$ cat src/rtl/fetch_prefetch_unit_pkg.sv
// rtl/fetch_prefetch_unit_pkg.sv - shared definitions for the fetch prefetch unit
// Contents: XLEN, default reset PC, canonical NOP encoding, FIFO entry layout and
// a word-alignment helper used on redirect targets.
package fetch_prefetch_unit_pkg;

  localparam int              XLEN             = 32;
  localparam logic [XLEN-1:0] RESET_PC_DEFAULT = 32'h0000_0000;
  localparam logic [XLEN-1:0] INSTR_NOP        = 32'h0000_0013;

  // One buffered fetch: the instruction word and the address it was fetched from.
  typedef struct packed {
    logic [XLEN-1:0] pc;
    logic [XLEN-1:0] instr;
  } fetch_entry_t;

  function automatic logic [XLEN-1:0] word_align(input logic [XLEN-1:0] addr);
    return {addr[XLEN-1:2], 2'b00};
  endfunction

endpackage

$ cat src/rtl/fetch_prefetch_unit_sync_fifo.sv
// rtl/fetch_prefetch_unit_sync_fifo.sv - in-order synchronous FIFO with flush
// Ports:
//   clk_i    in   clock
//   reset_i  in   synchronous active-high reset
//   push_i   in   write data_i at tail (ignored when full unless popping)
//   data_i   in   WIDTH entry to write
//   pop_i    in   remove head (ignored when empty)
//   flush_i  in   discard all entries; overrides push and pop
//   data_o   out  head entry (undefined content when empty)
//   full_o   out  DEPTH entries held
//   empty_o  out  no entries held
//   count_o  out  number of entries held
module fetch_prefetch_unit_sync_fifo #(
  parameter int WIDTH = 64,
  parameter int DEPTH = 4
) (
  input  logic                     clk_i,
  input  logic                     reset_i,
  input  logic                     push_i,
  input  logic [WIDTH-1:0]         data_i,
  input  logic                     pop_i,
  input  logic                     flush_i,
  output logic [WIDTH-1:0]         data_o,
  output logic                     full_o,
  output logic                     empty_o,
  output logic [$clog2(DEPTH):0]   count_o
);

  localparam int AW = $clog2(DEPTH);
  localparam int CW = AW + 1;

  logic [WIDTH-1:0] mem_q [DEPTH];
  logic [AW-1:0]    rd_ptr_q, wr_ptr_q;
  logic [CW-1:0]    count_q;
  logic             do_push, do_pop;

  assign full_o  = (count_q == CW'(DEPTH));
  assign empty_o = (count_q == '0);
  assign count_o = count_q;
  assign data_o  = mem_q[rd_ptr_q];

  // A push into a full FIFO is legal only when the head leaves in the same cycle.
  assign do_pop  = pop_i && !empty_o && !flush_i;
  assign do_push = push_i && (!full_o || do_pop) && !flush_i;

  always_ff @(posedge clk_i) begin
    if (reset_i || flush_i) begin
      rd_ptr_q <= '0;
      wr_ptr_q <= '0;
      count_q  <= '0;
    end else begin
      if (do_push) wr_ptr_q <= wr_ptr_q + AW'(1);
      if (do_pop)  rd_ptr_q <= rd_ptr_q + AW'(1);
      count_q <= count_q + CW'(do_push) - CW'(do_pop);
    end
  end

  always_ff @(posedge clk_i) begin
    if (do_push) mem_q[wr_ptr_q] <= data_i;
  end

endmodule

$ cat src/rtl/fetch_prefetch_unit.sv
// rtl/fetch_prefetch_unit.sv - instruction fetch front end with prefetch buffer
// Ports:
//   clk_i             in   core clock
//   reset_i           in   synchronous active-high reset
//   mem_req_valid_o   out  fetch request valid
//   mem_req_ready_i   in   memory accepts request
//   mem_req_addr_o    out  word-aligned fetch address
//   mem_rsp_valid_i   in   in-order response valid, no backpressure
//   mem_rsp_data_i    in   instruction word
//   redirect_valid_i  in   flush and restart fetch
//   redirect_pc_i     in   new fetch address, bits [1:0] ignored
//   instr_valid_o     out  buffer head valid
//   instr_ready_i     in   decode consumes head
//   instr_o           out  head instruction word (0 when invalid)
//   instr_pc_o        out  head instruction address (0 when invalid)
module fetch_prefetch_unit
  import fetch_prefetch_unit_pkg::*;
#(
  parameter int              DEPTH    = 4,
  parameter logic [XLEN-1:0] RESET_PC = RESET_PC_DEFAULT
) (
  input  logic            clk_i,
  input  logic            reset_i,
  output logic            mem_req_valid_o,
  input  logic            mem_req_ready_i,
  output logic [XLEN-1:0] mem_req_addr_o,
  input  logic            mem_rsp_valid_i,
  input  logic [XLEN-1:0] mem_rsp_data_i,
  input  logic            redirect_valid_i,
  input  logic [XLEN-1:0] redirect_pc_i,
  output logic            instr_valid_o,
  input  logic            instr_ready_i,
  output logic [XLEN-1:0] instr_o,
  output logic [XLEN-1:0] instr_pc_o
);

  localparam int CW = $clog2(DEPTH) + 1;

  logic [XLEN-1:0] fetch_pc_q, fetch_pc_d;
  logic [XLEN-1:0] rsp_pc_q, rsp_pc_d;
  logic [CW-1:0]   inflight_q, inflight_d;
  logic [CW-1:0]   discard_q, discard_d;

  logic [CW-1:0]   fifo_count;
  logic            fifo_full, fifo_empty;
  fetch_entry_t    fifo_head, fifo_wdata;

  logic [CW-1:0]   live;
  logic [CW:0]     credit_sum;
  logic            req_fire, rsp_take, push, pop, head_valid;

  // Requests still owed to the buffer; squashed ones are excluded so a redirect
  // does not starve fetch while stale responses drain.
  assign live       = inflight_q - discard_q;
  assign credit_sum = {1'b0, fifo_count} + {1'b0, live};

  assign mem_req_valid_o = !reset_i && !redirect_valid_i &&
                           (credit_sum < (CW+1)'(DEPTH)) &&
                           (inflight_q < CW'(DEPTH));
  assign mem_req_addr_o  = fetch_pc_q;
  assign req_fire        = mem_req_valid_o && mem_req_ready_i;

  // A response with nothing outstanding is unsolicited and leaves all state alone.
  assign rsp_take   = mem_rsp_valid_i && (inflight_q != '0);
  assign head_valid = !fifo_empty && !reset_i;
  assign pop        = head_valid && instr_ready_i && !redirect_valid_i;
  assign push       = rsp_take && !redirect_valid_i && (discard_q == '0) &&
                      (!fifo_full || pop);

  assign fifo_wdata = '{pc: rsp_pc_q, instr: mem_rsp_data_i};

  always_comb begin
    fetch_pc_d = fetch_pc_q;
    rsp_pc_d   = rsp_pc_q;
    discard_d  = discard_q;
    inflight_d = inflight_q + CW'(req_fire) - CW'(rsp_take);
    if (redirect_valid_i) begin
      // Everything still outstanding after this cycle belongs to the old path.
      discard_d  = inflight_q - CW'(rsp_take);
      fetch_pc_d = word_align(redirect_pc_i);
      rsp_pc_d   = word_align(redirect_pc_i);
    end else begin
      if (req_fire) fetch_pc_d = fetch_pc_q + 32'd4;
      if (rsp_take && (discard_q != '0)) discard_d = discard_q - CW'(1);
      if (push) rsp_pc_d = rsp_pc_q + 32'd4;
    end
  end

  always_ff @(posedge clk_i) begin
    if (reset_i) begin
      fetch_pc_q <= RESET_PC;
      rsp_pc_q   <= RESET_PC;
      inflight_q <= '0;
      discard_q  <= '0;
    end else begin
      fetch_pc_q <= fetch_pc_d;
      rsp_pc_q   <= rsp_pc_d;
      inflight_q <= inflight_d;
      discard_q  <= discard_d;
    end
  end

  fetch_prefetch_unit_sync_fifo #(
    .WIDTH ($bits(fetch_entry_t)),
    .DEPTH (DEPTH)
  ) u_fifo (
    .clk_i   (clk_i),
    .reset_i (reset_i),
    .push_i  (push),
    .data_i  (fifo_wdata),
    .pop_i   (pop),
    .flush_i (redirect_valid_i),
    .data_o  (fifo_head),
    .full_o  (fifo_full),
    .empty_o (fifo_empty),
    .count_o (fifo_count)
  );

  assign instr_valid_o = head_valid;
  assign instr_o       = head_valid ? fifo_head.instr : '0;
  assign instr_pc_o    = head_valid ? fifo_head.pc    : '0;

endmodule
$ cat config.mk
export PLATFORM = sky130hd
export DESIGN_NAME = fetch_prefetch_unit
export DESIGN_NICKNAME = d
export VERILOG_FILES = /design/src/rtl/fetch_prefetch_unit_pkg.sv /design/src/rtl/fetch_prefetch_unit_sync_fifo.sv /design/src/rtl/fetch_prefetch_unit.sv
export SDC_FILE = /design/constraint.sdc
export NUM_CORES = 1
export LEC_CHECK = 0
export CAP_MARGIN = 20
export CORE_UTILIZATION = 63
export CTS_CLUSTER_DIAMETER = 60
export DETAILED_ROUTE_END_ITERATION = 7
export DONT_BUFFER_PORTS = 1
export MAX_ROUTING_LAYER = met4
export PLACE_DENSITY = 0.79
export REMOVE_ABC_BUFFERS = 1
export SLEW_MARGIN = 20
export SYNTH_ARGS = -nofsm -noshare
export SYNTH_HDL_FRONTEND = slang
export SYNTH_SLANG_ARGS = --single-unit
$ cat constraint.sdc
create_clock -name clk_i -period 4.8 [get_ports clk_i]
set_input_delay 1.44 -clock clk_i [delete_from_list [all_inputs] [get_ports clk_i]]
set_output_delay 1.44 -clock clk_i [all_outputs]
set_load 0.005 [all_outputs]
==> Word level (Yosys, flattened, before mapping) <==
Memory sizes are Yosys's and may differ from the RTL's. A register that Yosys moved wholly into a read port is not among the register bits.
Index checks and enable logic that the tools add are counted.
{ "totals": {"reg_bits": 77, "latchBits": 0, "ram_bits": 256, "mem_bits_ro": 0, "in_bits": 70, "output_inout_bits": 98, "word_cells": 68, "memories": 1} }
{ "mem_list": {"columns": ["name", "words", "width", "rd", "rd_clocked_by_memory_dff", "write_ports", "line", "rtl"], "rows": [
  ["u_fifo.mem_q", 4, 64, 1, 1, 1, "fetch_prefetch_unit_sync_fifo.sv:32", "logic [WIDTH-1:0] mem_q [DEPTH];"]
]} }
{ "classes": {"addsub": 12, "n_mul": 0, "div": 0, "order_cmp": 2, "eq_ne": 1, "shift": 0, "n_mux": 12, "n_bitwise": 0, "reduce_logical": 31} }
{ "op_table": {"columns": ["op", "n"], "rows": [
  ["$mux W32", 6],
  ["$add A32 B3 Y32 const B", 2],
  ["$logic_and A1 B1 Y1", 16],
  ["$sub A3 B1 Y3", 3],
  ["$add A3 B1 Y3", 2],
  ["$logic_not A3 Y1", 2],
  ["$mux W3", 2],
  ["$reduce_bool A2 Y1", 3],
  ["$reduce_bool A3 Y1", 2],
  ["$add A2 B1 Y2 const B", 2],
  ["$add A3 B3 Y4", 1],
  ["$logic_not A1 Y1", 4],
  ["$lt A4 B3 Y1 const B", 1],
  ["$mux W2", 2],
  ["$eq A3 B3 Y1 const B", 1],
  ["$logic_or A1 B1 Y1", 3],
  ["$lt A3 B3 Y1 const B", 1],
  ["$sub A3 B1 Y3 const B", 1],
  ["$sub A3 B3 Y3", 1],
  ["$mux W1", 2],
  ["$reduce_or A2 Y1", 1]
]} }

==> Depth between registers and ports, before layout <==
{ "depth": {"ltp_word": 12, "mapped_depth": 20, "depth_no_buf": 17} }

==> Cells and area by module <==
A second synthesis with hierarchy kept.
{ "hier_totals": {"hier_cells": 959, "area_unflattened_um2": 14121.0} }
{ "modules_own_cells": {"columns": ["module", "n_inst", "cells_per_inst", "area_per_inst_um2"], "rows": [
  ["fetch_prefetch_unit_sync_fifo", 1, 386, 9814.4],
  ["fetch_prefetch_unit", 1, 573, 4306.6]
]} }

==> Worst setup path before layout <==
Ideal clock, no wire load.
{ "synth_timing": {"path_type": "input to register", "start": "in reset_i", "end": "mem u_fifo.mem_q[1][0] (enable)", "setup_time_ps": 426, "arrival_ps": 3881, "t_required_ps": 4374, "path_slack_ps": 493, "cell_stages": 6, "path_cell_list": "buf_2 > nor3b_1 > o211ai_1 > inv_1 > clkbuf_1 > and2_1"} }
{ "synth_via": {"elab_chain_cells": 11} }
{ "synth_lines": {"columns": ["element", "line", "rtl"], "rows": [
  ["start: declaration", "fetch_prefetch_unit.sv:23", "input logic reset_i,"],
  ["$logic_not A1 Y1 *", "fetch_prefetch_unit.sv:65", "assign head_valid = !fifo_empty && !reset_i;"],
  ["$logic_and A1 B1 Y1 *", "fetch_prefetch_unit.sv:65", null],
  ["$logic_and A1 B1 Y1 * (2 in series)", "fetch_prefetch_unit.sv:66", "assign pop = head_valid && instr_ready_i && !redirect_valid_i;"],
  ["$logic_and A1 B1 Y1 (2 in series)", "fetch_prefetch_unit_sync_fifo.sv:43", "assign do_pop = pop_i && !empty_o && !flush_i;"],
  ["$logic_or A1 B1 Y1", "fetch_prefetch_unit_sync_fifo.sv:44", "assign do_push = push_i && (!full_o || do_pop) && !flush_i;"],
  ["$logic_and A1 B1 Y1 * (2 in series)", "fetch_prefetch_unit_sync_fifo.sv:44", null],
  ["named net u_fifo.do_push", "fetch_prefetch_unit_sync_fifo.sv:35", "logic do_push, do_pop;"],
  ["$mux W1 *", "fetch_prefetch_unit_sync_fifo.sv:59", "if (do_push) mem_q[wr_ptr_q] <= data_i;"],
  ["$mux W1 (not written as such) *", "fetch_prefetch_unit_sync_fifo.sv:59", null],
  ["end: declaration", "fetch_prefetch_unit_sync_fifo.sv:32", null]
]} }
Mark *: on every way through the listed nets, which the timed path passes. The rest lies on a longest branch.

==> Worst setup path in the final report <==
{ "layout_timing": {"start": "reg inflight_q[0]", "end": "out mem_req_valid_o"} }
{ "layout_via": {"elab_chain_cells": 5} }
{ "layout_lines": {"columns": ["element", "line", "rtl"], "rows": [
  ["start: declaration", "fetch_prefetch_unit.sv:41", "logic [CW-1:0] inflight_q, inflight_d;"],
  ["start signal: assignment", "fetch_prefetch_unit.sv:98", "inflight_q <= inflight_d;"],
  ["$sub A3 B3 Y3", "fetch_prefetch_unit.sv:54", "assign live = inflight_q - discard_q;"],
  ["$add A3 B3 Y4", "fetch_prefetch_unit.sv:55", "assign credit_sum = {1'b0, fifo_count} + {1'b0, live};"],
  ["$lt A4 B3 Y1", "fetch_prefetch_unit.sv:58", "(credit_sum < (CW+1)'(DEPTH)) &&"],
  ["$logic_and A1 B1 Y1", "fetch_prefetch_unit.sv:57", "assign mem_req_valid_o = !reset_i && !redirect_valid_i &&"],
  ["$logic_and A1 B1 Y1 *", "fetch_prefetch_unit.sv:58", null],
  ["end: declaration", "fetch_prefetch_unit.sv:24", "output logic mem_req_valid_o,"]
]} }
Every way passes the cells marked *; elsewhere a longest branch is shown, timed or not.

==> summary.log <==
INFO  outcome        outcome=complete, no violations
INFO  place          placed_cells_incl_taps=1181
INFO  layout         layout.core_utilization=71.12%
INFO  cts            cts_num_sinks=323
INFO  global_routing first_global_vias=7780
INFO  place          place_hpwl=17030um
INFO  logic_synthesis cell_type_with_the_highest_aggregate_area_in_the_netlist=edfxtp_1
INFO  cts            clock-root-buffer=clkbuf_16
INFO  place          globalplace.congestion=0.8990
INFO  sta            final_hold_viol_count=0
INFO  pwr            powerDensity=409.9nW/um2
INFO  layout         most_frequent_cells_in_the_layout=edfxtp_1, dfxtp_1, and2_1, mux4_2, nand2_1
INFO  routing        post_drt_via_cell_ratio=6.464
INFO  global_routing global_route_wire_length_before_repair=42450um
INFO  sta            clock_skew=0.01482ns
INFO  global_routing grt_start_max_net_pins=65
INFO  logic_synthesis synthesis.area_per_instance=14.54um2
INFO  floorplanning  die_h=149.7um
INFO  worst_setup_path setup_crit_end_kind=output pin
INFO  pwr            total_power=6.187mW
INFO  logic_synthesis synth.yosys.seq_area_share=65.14%
INFO  logic_synthesis dominant_combinational_cell_family_by_area_after_synthesis=simple AND/OR/NAND/NOR gates
INFO  worst_setup_path crit_type=flop to output pin
INFO  routing        drc_errors=0
INFO  logic_synthesis yosys.area_share.xor_xnor=1.594%
INFO  sta            period_needed=3.942ns
INFO  logic_synthesis synthAdderAreaFrac=1.986%
INFO  logic_synthesis yosys_warnings=0
INFO  cts            cts_buffers=31
INFO  logic_synthesis synth.mux.area_fraction=10.63%
INFO  routing        route.vias.total=8009
INFO  min_path       hp-class=flop to flop
INFO  routing        detailroute.wirelength.met2=12980um
INFO  sta            layout_worst_path_cycle_share=82.13%
INFO  routing        wl_per_cell=22.21um
INFO  place          placement.cell_area=14060um2
INFO  pwr            static_leakage=4.835nW
INFO  worst_setup_path cp_max_fo=3
INFO  layout         sequential_cell_area=8954um2
INFO  sta            hold-worst-slack=0.5097ns
INFO  place          buffer_ports.inserted=0
INFO  sta            clock.fmax=0.2537GHz
INFO  floorplanning  num_rows=53
INFO  global_routing initial_antenna_violation_count=1
INFO  routing        drtAntennaViolNets=0
INFO  cts            cts_tree=yes
INFO  pwr            power.ir.vdd_worst=0.3540mV
INFO  logic_synthesis synth_enable_flop_cells=248
INFO  logic_synthesis synth-main-ff-cell=edfxtp_1
INFO  routing        maxUsedRoutingLayer=met4
INFO  cts            worst_setup_hold_path_clk_slew=0.07ns
INFO  layout         fillCellCount=1390
INFO  layout         syn2layout_area_growth=9.864%
INFO  worst_setup_path critPathLaunchType=flop
INFO  cts            maximum_root_to_sink_buffer_count=3
INFO  floorplanning  die-width=149.7um
INFO  layout         finalInstanceArea=15090um2
INFO  cts            post-cts-setup-buffers=0
INFO  layout         fin_cells=1239
INFO  sta            final-setup-viol-count=0
INFO  cts            cts_hold_buffers=0
INFO  layout         post_route_cells_drive_above_1_share=15.37%
INFO  logic_synthesis summed_instance_area_of_the_synthesized_netlist=13740um2
INFO  global_routing grt_overflow=0
INFO  logic_synthesis synth-compound-area-share=6.276%
INFO  cts            htree_num_levels=1
INFO  routing        dr_wl_met3=2480um
INFO  cts            cts_resized=0
INFO  sta            headroom_to_the_max_slew_limit=38.98%
INFO  logic_synthesis synth.ff_latch_count=323
INFO  logic_synthesis synth_cell_types=63
INFO  logic_synthesis post_synth_and_or_nand_nor_area_fraction=11.89%
INFO  worst_setup_path critPathRequiredTime=3.36ns
INFO  global_routing gr_util_all_layers=25.72%
INFO  layout         fin_nets=1029
INFO  floorplanning  core=21220um2
INFO  floorplanning  initial_utilization=64.73%
INFO  sta            timing_worst_slew_pin_value=0.9119ns
INFO  sta            timing.final.max_slew_violations=0
INFO  worst_setup_path worst-endpoint-arrival=2.50ns
INFO  logic_synthesis synth_cells=945
INFO  layout         multiInputGateArea=4474um2
INFO  floorplanning  io_pins=168
INFO  logic_synthesis async_flop_share=0%
INFO  routing        routedLengthMet1=11640um
INFO  floorplanning  dieArea=22400um2
INFO  layout         layout_commonest_cell=edfxtp_1
INFO  sta            rsz0062_at_grt=no
INFO  routing        drt_first_iter_violations=836
INFO  cts            clk-insertion-delay-late=0.55ns
INFO  routing        total_wirelength=27510um
INFO  logic_synthesis synth_area_leaders=edfxtp_1, dfxtp_1, mux4_2, and2_1, a31oi_1
INFO  flow_run       cap_violations=0
INFO  routing        detail_route.first_pass.iterations=6
INFO  logic_synthesis synth_largest_type_area_fraction=54.21%
[critical path: stages (launching register included)]
cell	delay, ns
dfxtp_1	0.32
inv_1	0.10
ha_1	0.15
inv_1	0.04
fa_1	0.37
xnor2_1	0.18
xnor2_1	0.14
ha_1	0.27
nor4_4	0.15
and3_1	0.23
[routing by layer]
layer	vias up	track usage, %
met5	-	-
met4	0	5.707
met1	3942	35.76
met3	29	5.244
met2	382	39.61
li1	3656	-
[cell families after synthesis]
| family | Yosys count |
|---|---|
| other cells | 1 |
| buf+inv | 81 |
| flops | 323 |
| fa+ha+maj | 20 |
| mux | 68 |
| xor+xnor | 25 |
| compound gates | 131 |
| simple gates | 296 |
[through the flow]
stage | setup TNS [ns] | setup WS, ns
3_5_place_dp | 0 | 1.121
3_3_place_gp | 0 | 1.130
4_1_cts | 0 | 0.8206
6_report | 0 | 0.8578
5_1_grt | 0 | 0.6728
2_1_floorplan | -6.306 | -0.1017
[state kept, by name, indices dropped and copies added (netlist names), named ones only]
register	count
discard_q	3
inflight_q	3
mem_req_addr_o	30
rsp_pc_q	30
u_fifo.count_o	3
u_fifo.mem_q	248
u_fifo.rd_ptr_q	2
u_fifo.wr_ptr_q	2
[layout make-up]
type / count / share of cell area (%)
clock buffers: 35 / 5.306
inverters: 23 / 0.5886
repair buffers: 16 / 1.293
diodes: 1 / 0.01658
well taps: 275 / 2.280
flip-flops and latches: 323 / 59.33
multi-input cells: 544 / 29.65
clock inverters: 22 / 1.542
[cells in the mapped netlist (all sizes together), types with 3 or more instances]
cell type,count
nand3,25
ha,17
a41oi,5
inv,23
a21boi,4
xor2,9
and3,10
dfxtp,75
buf,19
nand2,49
fa,3
nor2b,3
and4,6
xnor2,16
mux4,62
a32oi,4
a21oi,20
o21ai,25
and2,74
nor2,47
nand3b,3
mux2,3
nor3,12
or4,7
a211oi,12
o311ai,3
nand4,30
o21a,5
or3,10
clkbuf,39
a31oi,35
mux2i,3
nor4,9
o211ai,5
edfxtp,248
[worst paths after layout]
path                                          from            endpoint  slack, ns  depth (start not counted)
worst min register to register  u_fifo.wr_ptr_q[1]  u_fifo.wr_ptr_q[1]       0.51                          2
worst max-delay path                 inflight_q[0]     mem_req_valid_o       0.86                          9
worst max register to register       inflight_q[0]  mem_req_addr_o[23]       1.47                         13
worst min-delay path            u_fifo.wr_ptr_q[1]  u_fifo.wr_ptr_q[1]       0.51                          2
[where the power goes]
group          leakage, nW  switching, mW  internal, mW
Combinational         1.46          0.271         0.219
Clock                0.503           1.03          1.42
Sequential            2.88          0.106          3.14
No activity file was read; power rests on OpenSTA's default activity.
